### src/rtl/telemetry_frame_sender.sv
// Telemetry frame sender: on a host query byte, snapshots the matching sensor fields and streams
// header, MSB-first payload and an 8-bit additive checksum to the UART transmitter over a valid/ready link.
module telemetry_frame_sender #(
  parameter int unsigned INT_WIDTH = 8,
  parameter int unsigned N_WIDTH   = 32
) (
  input  logic                 MESSAGE_INTERPRETER_CLOCK_50,
  input  logic                 MESSAGE_INTERPRETER_RESET_InHigh,
  input  logic                 TFS_FLAGDATAIN_In,
  input  logic [INT_WIDTH-1:0] TFS_DATAIN_InBus,
  input  logic [N_WIDTH-1:0]   TFS_POSX_InBus,
  input  logic [N_WIDTH-1:0]   TFS_POSY_InBus,
  input  logic [N_WIDTH-1:0]   TFS_THETA_InBus,
  input  logic [INT_WIDTH-1:0] TFS_RPM1_InBus,
  input  logic [INT_WIDTH-1:0] TFS_RPM2_InBus,
  input  logic [INT_WIDTH-1:0] TFS_RPM3_InBus,
  input  logic [INT_WIDTH-1:0] TFS_RPM4_InBus,
  input  logic [N_WIDTH-1:0]   TFS_DIST1_InBus,
  input  logic [N_WIDTH-1:0]   TFS_DIST2_InBus,
  input  logic [N_WIDTH-1:0]   TFS_DIST3_InBus,
  input  logic [N_WIDTH-1:0]   TFS_DIST4_InBus,
  input  logic [INT_WIDTH-1:0] TFS_BEHAVIOR_InBus,
  input  logic [N_WIDTH-1:0]   TFS_IMUX_InBus,
  input  logic [N_WIDTH-1:0]   TFS_IMUY_InBus,
  input  logic [N_WIDTH-1:0]   TFS_IMUZ_InBus,
  input  logic                 TFS_TXREADY_In,
  output logic                 TFS_TXVALID_Out,
  output logic [INT_WIDTH-1:0] TFS_TXDATA_OutBus,
  output logic                 TFS_BUSY_Out,
  output logic                 TFS_OVERRUN_Out
);

  localparam int unsigned PAY_W = 4 * N_WIDTH;
  localparam int unsigned NB    = N_WIDTH / INT_WIDTH;
  localparam int unsigned CNT_W = $clog2(PAY_W / INT_WIDTH);

  localparam logic [INT_WIDTH-1:0] Q_POSE = INT_WIDTH'(8'h70);
  localparam logic [INT_WIDTH-1:0] Q_RPM  = INT_WIDTH'(8'h72);
  localparam logic [INT_WIDTH-1:0] Q_DIST = INT_WIDTH'(8'h64);
  localparam logic [INT_WIDTH-1:0] Q_BEH  = INT_WIDTH'(8'h62);
  localparam logic [INT_WIDTH-1:0] Q_IMU  = INT_WIDTH'(8'h6D);

  typedef enum logic [1:0] {
    ST_IDLE     = 2'd0,
    ST_HEADER   = 2'd1,
    ST_PAYLOAD  = 2'd2,
    ST_CHECKSUM = 2'd3
  } state_t;

  state_t               state_q;
  logic                 flag_q;
  logic                 txvalid_q;
  logic [INT_WIDTH-1:0] txdata_q;
  logic                 busy_q;
  logic                 overrun_q;
  logic [PAY_W-1:0]     payload_q;
  logic [CNT_W-1:0]     cnt_q;
  logic [INT_WIDTH-1:0] csum_q;

  logic                 is_query_c;
  logic [PAY_W-1:0]     snap_c;
  logic [CNT_W-1:0]     last_c;
  logic                 accept_c;
  logic                 xfer_c;
  logic [INT_WIDTH-1:0] csum_d;

  // Decode the query and build the left-aligned snapshot plus its last byte index
  always_comb begin
    is_query_c = 1'b1;
    snap_c     = '0;
    last_c     = '0;
    case (TFS_DATAIN_InBus)
      Q_POSE: begin
        snap_c = PAY_W'({TFS_POSX_InBus, TFS_POSY_InBus, TFS_THETA_InBus}) << N_WIDTH;
        last_c = CNT_W'(3 * NB - 1);
      end
      Q_RPM: begin
        snap_c = PAY_W'({TFS_RPM1_InBus, TFS_RPM2_InBus, TFS_RPM3_InBus, TFS_RPM4_InBus})
                 << (PAY_W - 4 * INT_WIDTH);
        last_c = CNT_W'(3);
      end
      Q_DIST: begin
        snap_c = {TFS_DIST1_InBus, TFS_DIST2_InBus, TFS_DIST3_InBus, TFS_DIST4_InBus};
        last_c = CNT_W'(4 * NB - 1);
      end
      Q_BEH: begin
        snap_c = PAY_W'(TFS_BEHAVIOR_InBus) << (PAY_W - INT_WIDTH);
        last_c = '0;
      end
      Q_IMU: begin
        snap_c = PAY_W'({TFS_IMUX_InBus, TFS_IMUY_InBus, TFS_IMUZ_InBus}) << N_WIDTH;
        last_c = CNT_W'(3 * NB - 1);
      end
      default: is_query_c = 1'b0;
    endcase
  end

  assign accept_c = TFS_FLAGDATAIN_In & ~flag_q & is_query_c;
  assign xfer_c   = txvalid_q & TFS_TXREADY_In;
  assign csum_d   = csum_q + txdata_q;

  // Frame sequencer; every output is a register updated only on transfer or accept
  always_ff @(posedge MESSAGE_INTERPRETER_CLOCK_50 or posedge MESSAGE_INTERPRETER_RESET_InHigh) begin
    if (MESSAGE_INTERPRETER_RESET_InHigh) begin
      state_q   <= ST_IDLE;
      flag_q    <= 1'b0;
      txvalid_q <= 1'b0;
      txdata_q  <= '0;
      busy_q    <= 1'b0;
      overrun_q <= 1'b0;
      payload_q <= '0;
      cnt_q     <= '0;
      csum_q    <= '0;
    end else begin
      flag_q <= TFS_FLAGDATAIN_In;
      if (accept_c && (state_q != ST_IDLE)) overrun_q <= 1'b1;
      case (state_q)
        ST_IDLE: begin
          if (accept_c) begin
            state_q   <= ST_HEADER;
            txvalid_q <= 1'b1;
            txdata_q  <= TFS_DATAIN_InBus;
            busy_q    <= 1'b1;
            payload_q <= snap_c;
            cnt_q     <= last_c;
            csum_q    <= '0;
          end
        end
        ST_HEADER: begin
          if (xfer_c) begin
            state_q   <= ST_PAYLOAD;
            txdata_q  <= payload_q[PAY_W-1 -: INT_WIDTH];
            payload_q <= payload_q << INT_WIDTH;
          end
        end
        ST_PAYLOAD: begin
          if (xfer_c) begin
            csum_q <= csum_d;
            if (cnt_q == '0) begin
              state_q  <= ST_CHECKSUM;
              txdata_q <= csum_d;
            end else begin
              txdata_q  <= payload_q[PAY_W-1 -: INT_WIDTH];
              payload_q <= payload_q << INT_WIDTH;
              cnt_q     <= cnt_q - CNT_W'(1);
            end
          end
        end
        ST_CHECKSUM: begin
          if (xfer_c) begin
            state_q   <= ST_IDLE;
            txvalid_q <= 1'b0;
            txdata_q  <= '0;
            busy_q    <= 1'b0;
          end
        end
        default: state_q <= ST_IDLE;
      endcase
    end
  end

  assign TFS_TXVALID_Out   = txvalid_q;
  assign TFS_TXDATA_OutBus = txdata_q;
  assign TFS_BUSY_Out      = busy_q;
  assign TFS_OVERRUN_Out   = overrun_q;

endmodule

### config.mk
export PLATFORM = sky130hd
export DESIGN_NAME = telemetry_frame_sender
export DESIGN_NICKNAME = d
export VERILOG_FILES = /design/src/rtl/telemetry_frame_sender.sv
export SDC_FILE = /design/constraint.sdc
export NUM_CORES = 1
export LEC_CHECK = 0
export BUFFER_PORTS_ARGS = -buffer_cell sky130_fd_sc_hd__buf_2
export CORE_MARGIN = 10
export CORE_UTILIZATION = 45
export DETAILED_ROUTE_END_ITERATION = 7
export PLACE_DENSITY = 0.74
export SLEW_MARGIN = 40
export SYNTH_ARGS = -nofsm -noshare
export SYNTH_HDL_FRONTEND = slang
export SYNTH_SLANG_ARGS = --single-unit
### constraint.sdc
create_clock -name MESSAGE_INTERPRETER_CLOCK_50 -period 5.49 [get_ports MESSAGE_INTERPRETER_CLOCK_50]
set_clock_uncertainty 0.2 [all_clocks]
set_input_delay 0.2745 -clock MESSAGE_INTERPRETER_CLOCK_50 [delete_from_list [all_inputs] [get_ports MESSAGE_INTERPRETER_CLOCK_50]]
set_output_delay 0.2745 -clock MESSAGE_INTERPRETER_CLOCK_50 [all_outputs]
set_load 0.01 [all_outputs]
==> flow_summary_export.csv, run 1 <==
group,metric,value,unit
cells_and_area,drive_above_1_share,33.86,%
place,io_buffers,382,
synthesis,async_flop_share,100.0,%
die,die_w,168.8,um
sta,setup-violations-final,0,
sta,max_slew_margin,48.21,%
setup_path,cp_max_fo,128,
sta,drv_slew,0,
sta,tightest_slew,0.7769,ns
sta,final_hold_viol_count,0,
setup_path,arrival,3.89,ns
sta,fin_crit_sh,68.99,%
detailed_routing,wl_per_cell,20.96,um
clocking,insertion_delay,0.43,ns
global_routing,grt_pass1_vias,9823,
status,outcome,"completed",
clocking,cts_tree,"done",
synthesis,synth_enable_flop_cells,0,
sta,tns,0,ns
setup_path,slowest_delay,0.67,ns
die,start_util,45.68,%
setup_path,path_cells,"inv_1 > ha_1 > clkinv_1 > nor2_1 > a2111o_2 > buf_12 > mux2_2",
flow_run,maxCapViolCount,0,
detailed_routing,drc,0,
setup_path,critPathTopFamily,"buffers and inverters",
synthesis,synth_top_cell_by_area,"dfrtp_1",
detailed_routing,drt-total-wl,35.02,mm
global_routing,grt_usage,23.02,%
global_routing,grt_max_degree,129,
synthesis,syn-instance-count,1030,
sta,rsz0062_at_grt,"no",
clocking,cts.sinks,153,
global_routing,antenna_found_initial,1,
detailed_routing,vias,9649,
place,dp_hpwl,25.94,mm
setup_path,startpoint_type,"register",
synthesis,synth_area,0.009968,mm2
die,die-area,0.02851,mm2
detailed_routing,via_per_inst,5.774,
synthesis,synth.area.top_cells,"dfrtp_1 38%, mux2_1 12%, a22oi_1 6.9%, nand2_1 6.4%, a22o_1 4.9%",
pwr,ir_worst_vdd,0.2010,mV
synthesis,ys_warn_count,0,
die,top_level_ports,383,
detailed_routing,ant_nets,0,
die,die_h,168.8,um
global_routing,grt_pass1_wl,53.08,mm
pwr,power.density,206.2,mW/mm2
synthesis,ys.flop_type,"dfrtp_1",
setup_path,cpMaxStageDelayCell,"nor2_1",
pwr,p_leak,0.005744,uW
sta,clock.fmax,0.2640,GHz
synthesis,synthDistinctLibCells,58,
die,rows,54,
setup_path,worstSetupEndpointType,"register",
die,design.core.area,0.02182,mm2
synthesis,syn_avg_cell_area,9.678,um2
clocking,post_cts_resized,0,
synthesis,ys_ff_latch,153,
clocking,clk_pin_slew,0.06,ns
place,globalplace.congestion,0.9207,
hold_path,worstHoldPathType,"in2reg",
synthesis,synth_top_area_share,38.41,%
sta,min_period,3.787,ns
clocking,clockRootBuffer,"clkbuf_16",
clocking,numCtsBuffers,17,
cells_and_area,n_antenna_cell,0,
synthesis,seq_area_frac_synth,38.41,%
cells_and_area,area.growth.synth_to_final,29.46,%
cells_and_area,final_util,59.13,%
clocking,holdBufCountCts,33,
global_routing,gr-total-overflow,0,
clocking,clk_path_buf_depth,2,
detailed_routing,drtIter0Drc,723,
clocking,post_cts_buffers,0,
setup_path,critPathRequiredTime,5.60,ns
setup_path,path_class,"reg2reg",
detailed_routing,dr.pass1.iters,6,
cells_and_area,fin_nets,1763,
synthesis,syn_nets,1415,
clocking,h-tree-depth,4,
setup_path,cp_num_buf_inv,3,
## flip-flops by register name (all words and copies together) (netlist names)
register           cells
TFS_TXDATA_OutBus      8
state_q                2
flag_q                 1
TFS_OVERRUN_Out        1
cnt_q                  4
TFS_BUSY_Out           1
csum_q                 8
payload_q            128
## worst paths after layout
kind / from / end / slack [ns] / cells past startpoint
min in group asynchronous: MESSAGE_INTERPRETER_RESET_InHigh / payload_q[13] / 0.34 / 3
worst min-delay path: TFS_DIST4_InBus[30] / payload_q[30] / 0.01 / 3
worst min register to register: payload_q[32] / payload_q[32] / 0.29 / 1
worst max-delay path: state_q[0] / payload_q[121] / 1.70 / 7
max in group asynchronous: MESSAGE_INTERPRETER_RESET_InHigh / payload_q[30] / 3.54 / 4
worst max register to register: state_q[0] / payload_q[121] / 1.70 / 7
## metal layers
| metal | wire length [um] | vias to the layer above | GRT usage [%] |
|---|---|---|---|
| li1 | - | 4561 | - |
| met1 | 14120 | 4635 | 28.18 |
| met2 | 17020 | 397 | 38.35 |
| met3 | 2923 | 54 | 5.906 |
| met4 | 944 | 2 | 8.176 |
| met5 | 13 | - | 0 |
## placed cells by master, fill, tap and decap left out, types with 5 or more instances in the layout
| cell type | instances |
|---|---|
| nor2b_1 | 8 |
| a21oi_1 | 19 |
| o21ai_0 | 68 |
| clkbuf_16 | 17 |
| o22a_1 | 25 |
| a221oi_1 | 14 |
| o31ai_1 | 8 |
| mux2_2 | 28 |
| a22oi_1 | 91 |
| mux2i_1 | 35 |
| o221ai_1 | 39 |
| a22o_1 | 56 |
| ha_1 | 11 |
| buf_2 | 382 |
| nand2_1 | 170 |
| inv_1 | 17 |
| nor2_1 | 11 |
| mux2_1 | 102 |
| nor3_1 | 5 |
| dfrtp_1 | 153 |
| dlygate4sd3_1 | 33 |
| buf_4 | 10 |
## final cells by class
cell class	count	area [um2]
clock inverter	13	168.9
sequential	153	3829
multi-input combinational	758	5643
timing repair buffer	429	2392
inverter	19	78.83
tap	280	350.3
clock buffer	19	442.9
fill	1922	8919
## worst min-delay path, cell delays in order
cell and delay [ns]:
buf_2 0.09, a22o_1 0.11, mux2_1 0.12
## power by group
part	total, uW	leakage (uW)	internal, uW	switching [uW]
Combinational	293	0.00382	156	137
Clock	1230	0.000287	732	500
Sequential	1140	0.00164	1130	3.99
Total	2660	0.00574	2020	641
## synth_stat cells, drive strengths merged, types with 5 or more instances
| cell type | instances |
|---|---|
| dfrtp | 153 |
| o31ai | 8 |
| a21oi | 19 |
| a22o | 56 |
| nor3 | 5 |
| and3 | 5 |
| nand2 | 172 |
| nor2b | 9 |
| nor2 | 13 |
| mux2i | 35 |
| mux2 | 130 |
| inv | 18 |
| o21ai | 68 |
| a221oi | 14 |
| o22a | 25 |
| a22oi | 91 |
| buf | 25 |
| ha | 12 |
| o221ai | 39 |
| clkbuf | 75 |
## stage by stage
step           cells  cell area, um2  setup slack [ns]  hold slack [ns]  power, uW
3_5_place_dp    1605           11940             1.830           0.2037       1431
3_3_place_gp    1604           11910             1.972           0.1987       1426
6_report        1671           12900             1.703          0.01095       2661
4_1_cts         1670           12880             1.819         0.002849       2679
2_1_floorplan   1030            9968            0.8941           0.1059       1256
5_1_grt         1671           12900             1.476          0.02474       2747
## cells by family (layout without fill, tap and decap cells)
family | after synthesis | after routing | synth area share (%)
compound gates | 345 | 345 | 25.67
xor+xnor | 8 | 8 | 0.7028
fa+ha+maj | 13 | 13 | 1.707
buf+inv | 119 | 480 | 5.610
flops | 153 | 153 | 38.41
mux | 165 | 165 | 18.20
simple gates | 227 | 227 | 9.703
Note: power is estimated with default switching activity, not from simulation.
==> inputs of run 2 (changes only) <==
Clock period 5.49 ns to 3.7 ns, I/O delays scaled along.
==> run 2 against run 1 <==
  * Cell count grew 2.9%
  * Combinational power is 61% higher
  * Clock-buffer cell count did not move
  * Sequential cell count stayed put
  * Clock power rose by 52%
  * Worst setup slack got worse by 1.2 ns
  * Global-route usage increased by 1.1 points
  * Routed wire length up 3.1%
  * Die area is the same
  * Sequential power grew 48%
  * Critical path depth grew 1
  * Register-to-register slack lost 0.95 ns
==> flow_summary_export.csv, run 2 (synthesis results as in run 1) <==
group,metric,value,unit
clocking,clk_path_buf_depth,2,
sta,setup-violations-final,0,
sta,fin_crit_sh,85.25,%
die,die-area,0.02851,mm2
setup_path,r2r_cells,7,
place,dp_hpwl,26.81,mm
setup_path,path_cells,"dlygate4sd3_1 > buf_2 > or3b_1 > o22ai_2 > nand2_2 > a2111o_2 > buf_12 > mux2_1",
cells_and_area,drive_above_1_share,33.47,%
hold_path,worstHoldEndpoint,"payload_q[44]",
global_routing,grt_usage,24.15,%
detailed_routing,dr.pass1.iters,5,
die,rows,54,
sta,rsz0062_at_grt,"no",
hold_path,worstHoldPathType,"in2reg",
cells_and_area,fill_cells,1864,
clocking,numCtsBuffers,17,
sta,final_hold_viol_count,0,
cells_and_area,largest_reg_flops,128,
detailed_routing,ant_nets,0,
pwr,power.density,300.4,mW/mm2
flow_run,maxCapViolCount,0,
cells_and_area,layout_common_cells,"382 x buf_2, 171 x nand2_1, 153 x dfrtp_1, 102 x mux2_1, 91 x a22oi_1",
setup_path,slowest_delay,0.72,ns
cells_and_area,fin_cells,1720,
die,top_level_ports,383,
setup_path,worstSetupEndpointType,"register",
global_routing,grt_pass1_wl,55.79,mm
global_routing,grt_max_degree,132,
die,die_w,168.8,um
clocking,cts_tree,"done",
cells_and_area,area.growth.synth_to_final,34.44,%
sta,max_slew_margin,50.31,%
clocking,post_cts_buffers,0,
pwr,ir_worst_vdd,0.2977,mV
detailed_routing,wl_per_cell,21.00,um
sta,tns,0,ns
detailed_routing,drt-total-wl,36.11,mm
sta,clock.fmax,0.3170,GHz
cells_and_area,multiInputGateArea,0.005627,mm2
detailed_routing,drc,0,
hold_path,min_path_cells,4,
pwr,p_leak,0.005973,uW
place,dpl.cell_count,1615,
sta,min_period,3.154,ns
cells_and_area,regArea,0.003829,mm2
detailed_routing,vias,9980,
status,outcome,"completed",
setup_path,cpMaxStageDelayCell,"a2111o_2",
die,start_util,45.68,%
sta,drv_slew,0,
detailed_routing,drtIter0Drc,809,
global_routing,antenna_found_initial,5,
detailed_routing,via_per_inst,5.802,
setup_path,startpoint_type,"input port",
clocking,clk_pin_slew,0.06,ns
die,die_h,168.8,um
global_routing,gr-total-overflow,0,
setup_path,arrival,3.25,ns
place,globalplace.congestion,0.9208,
cells_and_area,regMostFlops,"payload_q",
die,design.core.area,0.02182,mm2
clocking,cts.sinks,153,
setup_path,crit-reg2reg-launch,"state_q[0]",
setup_path,rrSetupSlack,0.75,ns
sta,tightest_slew,0.7454,ns
cells_and_area,fin_nets,1809,
setup_path,cp_max_fo,49,
setup_path,path_class,"in2reg",
clocking,h-tree-depth,4,
place,io_buffers,382,
cells_and_area,final_common_cell,"buf_2",
hold_path,worstHoldStart,"TFS_DIST3_InBus[12]",
clocking,insertion_delay,0.42,ns
setup_path,critPathRequiredTime,3.79,ns
global_routing,grt_pass1_vias,10470,
setup_path,worstReg2RegEnd,"payload_q[84]",
clocking,clockRootBuffer,"clkbuf_16",
run 2: cell types whose count changed in the layout (fill, tap and decap cells not counted), moves of 2 or more:
cell / previous run / this run
clkinv_4: 2 / 4
diode_2: 0 / 3
buf_4: 10 / 16
clkinvlp_4: 4 / 1
dlygate4sd3_1: 33 / 69
buf_12: 3 / 7
run 2: worst max-delay path, delay by kind of cell:
| kind | cells | cell delay [ns] |
|---|---|---|
| buffers and inverters | 3 | 1.02 |
| AND/OR/NAND/NOR | 2 | 0.59 |
| multiplexers | 1 | 0.35 |
| AO/OA/AOI/OAI | 2 | 1.05 |
run 2: routing by layer:
layer	global-route usage [%]	wire, um
met1	28.85	14420
met2	40.86	17650
met3	6.369	2990
met4	8.819	1043
met5	0	13
run 2: cell type report:
type	count	area share [%]
well taps	280	2.614
inverters	19	0.5602
clock buffers	19	3.380
repair buffers	475	21.47
diodes	3	0.05602
clock inverters	13	1.363
multi-input cells	758	41.98
flip-flops and latches	153	28.57
run 2: what timing repair did:
action / in CTS / in global routing
hold buffers: 69 / 0
hold endpoints to repair: 97 / 0
gates resized for setup: 0 / 0
run 2: report_power, final:
group	internal [uW]	total, uW	leakage [uW]	switching [uW]
clock network	1120	1870	0.000313	748
logic	262	471	0.00402	209
registers	1680	1690	0.00164	6.04
total	3060	4030	0.00597	963
run 2: worst max path at each step:
stage | slack (ns) | from | endpoint | depth (start not counted)
final | 0.55 | TFS_DATAIN_InBus[4] | payload_q[84] | 8
after global placement | 0.75 | TFS_DATAIN_InBus[1] | payload_q[86] | 8
after floorplan | 1.24 | state_q[0] | state_q[1] | 8
after CTS | 0.60 | TFS_DATAIN_InBus[4] | payload_q[84] | 8
after detailed placement | 0.67 | TFS_DATAIN_InBus[1] | payload_q[93] | 8
after global routing | 0.46 | TFS_DATAIN_InBus[4] | payload_q[84] | 8
run 2: per-stage QoR:
| stage | setup slack [ns] | hold slack [ns] | power [uW] | utilization (%) | cell area, um2 |
|---|---|---|---|---|---|
| 2_1_floorplan | 1.237 | 0.01643 | 1864 | - | 9972 |
| 3_3_place_gp | 0.7461 | 0.1178 | 2117 | 55.11 | 12030 |
| 3_5_place_dp | 0.6732 | 0.1203 | 2123 | 55.21 | 12050 |
| 4_1_cts | 0.6029 | 0.0001563 | 4061 | 61.28 | 13370 |
| 5_1_grt | 0.4568 | 0.01725 | 4181 | 61.41 | 13400 |
| 6_report | 0.5456 | 0.001923 | 4026 | 61.41 | 13400 |
==> inputs of run 3 (changes only) <==
--- a/config.mk
+++ b/config.mk
@@ -15,2 +15,3 @@
 export SYNTH_HDL_FRONTEND = slang
 export SYNTH_SLANG_ARGS = --single-unit
+export TNS_END_PERCENT = 30
==> constraint.sdc (replaced) <==
create_clock -name MESSAGE_INTERPRETER_CLOCK_50 -period 3.7 [get_ports MESSAGE_INTERPRETER_CLOCK_50]
set_clock_uncertainty 0.2 [all_clocks]
set_input_delay 0.74 -clock MESSAGE_INTERPRETER_CLOCK_50 [delete_from_list [all_inputs] [get_ports MESSAGE_INTERPRETER_CLOCK_50]]
set_output_delay 0.74 -clock MESSAGE_INTERPRETER_CLOCK_50 [all_outputs]
set_load 0.01 [all_outputs]
==> run 3 against run 2 <==
  * Global-route usage is 1.0 points lower
  * Routed wire length is 3.9% lower
  * Die area stayed put
  * Fmax is 1.9% higher
  * Largest power group unchanged
==> flow_summary_export.csv, run 3 (synthesis results as in run 1) <==
group,metric,value,unit
place,dpl.cell_count,1617,
clocking,post_cts_resized,0,
global_routing,grt_pass1_wl,53.23,mm
setup_path,crit_path_start,"TFS_DATAIN_InBus[4]",
clocking,cts.sinks,153,
detailed_routing,via_per_inst,5.808,
cells_and_area,fill_cells,1988,
die,die_w,168.8,um
cells_and_area,fin_nets,1741,
sta,setup-violations-final,0,
clocking,clk_pin_slew,0.07,ns
clocking,numCtsBuffers,17,
setup_path,rrSetupSlack,0.69,ns
detailed_routing,drtIter0Drc,779,
die,design.core.area,0.02182,mm2
sta,clock.fmax,0.3229,GHz
global_routing,grt_pass1_vias,9799,
sta,min_period,3.097,ns
clocking,cts_tree,"done",
detailed_routing,ant_nets,0,
cells_and_area,regArea,0.003829,mm2
clocking,insertion_delay,0.41,ns
sta,worst_slack,0.6033,ns
setup_path,cp_max_fo,51,
sta,final_hold_viol_count,0,
sta,rsz0062_at_grt,"no",
clocking,clockRootBuffer,"clkbuf_16",
clocking,post_cts_buffers,0,
cells_and_area,layout_common_cells,"382 x buf_2, 171 x nand2_1, 153 x dfrtp_1, 102 x mux2_1, 91 x a22oi_1",
global_routing,grt_max_degree,121,
sta,tightest_slew,0.6510,ns
detailed_routing,vias,9584,
setup_path,worstReg2RegEnd,"payload_q[75]",
clocking,h-tree-depth,4,
die,top_level_ports,383,
die,start_util,45.68,%
sta,tns,0,ns
detailed_routing,drc,0,
place,globalplace.congestion,0.9213,
cells_and_area,final_common_cell,"buf_2",
pwr,power.density,299.8,mW/mm2
global_routing,antenna_found_initial,4,
place,io_buffers,382,
flow_run,maxCapViolCount,0,
setup_path,r2r_cells,7,
pwr,p_leak,0.005675,uW
cells_and_area,regMostFlops,"payload_q",
sta,drv_slew,0,
setup_path,crit-reg2reg-launch,"state_q[0]",
setup_path,critPathRequiredTime,3.79,ns
setup_path,crit_end,"payload_q[75]",
setup_path,path_class,"in2reg",
die,rows,54,
cells_and_area,multiInputGateArea,0.005627,mm2
detailed_routing,drt-total-wl,34.71,mm
pwr,ir_worst_vdd,0.2787,mV
place,dp_hpwl,26.44,mm
detailed_routing,dr.pass1.iters,6,
place,pre_cts_slack,0.2083,ns
die,die_h,168.8,um
global_routing,grt_usage,23.12,%
cells_and_area,largest_reg_flops,128,
detailed_routing,wl_per_cell,21.04,um
cells_and_area,fin_cells,1650,
status,outcome,"completed",
setup_path,startpoint_type,"input port",
sta,fin_crit_sh,83.69,%
die,die-area,0.02851,mm2
global_routing,gr-total-overflow,0,
cells_and_area,drive_above_1_share,35.21,%
clocking,holdBufCountCts,0,
sta,max_slew_margin,56.60,%
cells_and_area,area.growth.synth_to_final,27.36,%
hold_path,worstHoldPathType,"in2async",
clocking,clk_path_buf_depth,2,
setup_path,worstSetupEndpointType,"register",
setup_path,arrival,3.19,ns
-- run 3: changes by cell type in the layout (fill, tap and decap cells not counted), sizes merged --
cell	before	now
bufinv	3	0
dlygate4sd3	69	0
clkbuf	19	17
buf	406	407
diode	3	1
inv	23	27
clkinvlp	1	2
-- run 3: worst min-delay path by stage --
stage | start | endpoint | slack (ns) | cells after the start
after floorplan | csum_q[0] | csum_q[0] | 0.25 | 2
after global routing | MESSAGE_INTERPRETER_RESET_InHigh | payload_q[15] | 0.09 | 2
after detailed placement | TFS_OVERRUN_Out | TFS_OVERRUN_Out | 0.26 | 1
after global placement | csum_q[6] | csum_q[6] | 0.27 | 2
final | MESSAGE_INTERPRETER_RESET_InHigh | payload_q[15] | 0.09 | 2
after CTS | MESSAGE_INTERPRETER_RESET_InHigh | payload_q[15] | 0.08 | 2
-- run 3: layer usage --
layer / routed length, um / part of all wire, % / global-route usage (%) / vias up
li1: - / - / - / 4519
met1: 14270 / 41 / 28.41 / 4621
met2: 17000 / 49 / 38.98 / 410
met3: 2873 / 8.3 / 6.832 / 30
met4: 539 / 1.6 / 5.413 / 4
met5: 23 / 0.066 / 0 / -
-- run 3: critical path, stage by stage --
cell      delay (ns)
buf_2           0.16
or3b_1          0.46
o22ai_2         0.32
nand2_2         0.13
a2111o_2        0.70
buf_12          0.28
mux2_1          0.35
-- run 3: final cells by class --
cell class	instances	share of cell area, %
Antenna cell	1	0.01971
Clock buffer	17	3.351
Clock inverter	15	1.183
Inverter	19	0.5913
Multi-Input combinational cell	758	44.32
Sequential cell	153	30.16
Tap cell	280	2.759
Timing Repair Buffer	407	17.62
-- run 3: report_power, final --
part | internal, uW | leakage (uW) | total (uW) | switching [uW]
Combinational | 218 | 0.00375 | 414 | 196
Clock | 902 | 0.000282 | 1710 | 806
Sequential | 1680 | 0.00164 | 1680 | 5.72
-- run 3: per-stage QoR --
stage                     area [um2]  utilization, %  total power, uW  hold WS (ns)
after floorplan                 9972               -             1864        0.2538
after global placement         12090           55.41             2121        0.2693
after detailed placement       12120           55.53             2131        0.2621
after CTS                      12690           58.16             3842       0.08080
after global routing           12700           58.18             3954       0.09089
final                          12700           58.18             3807       0.09248
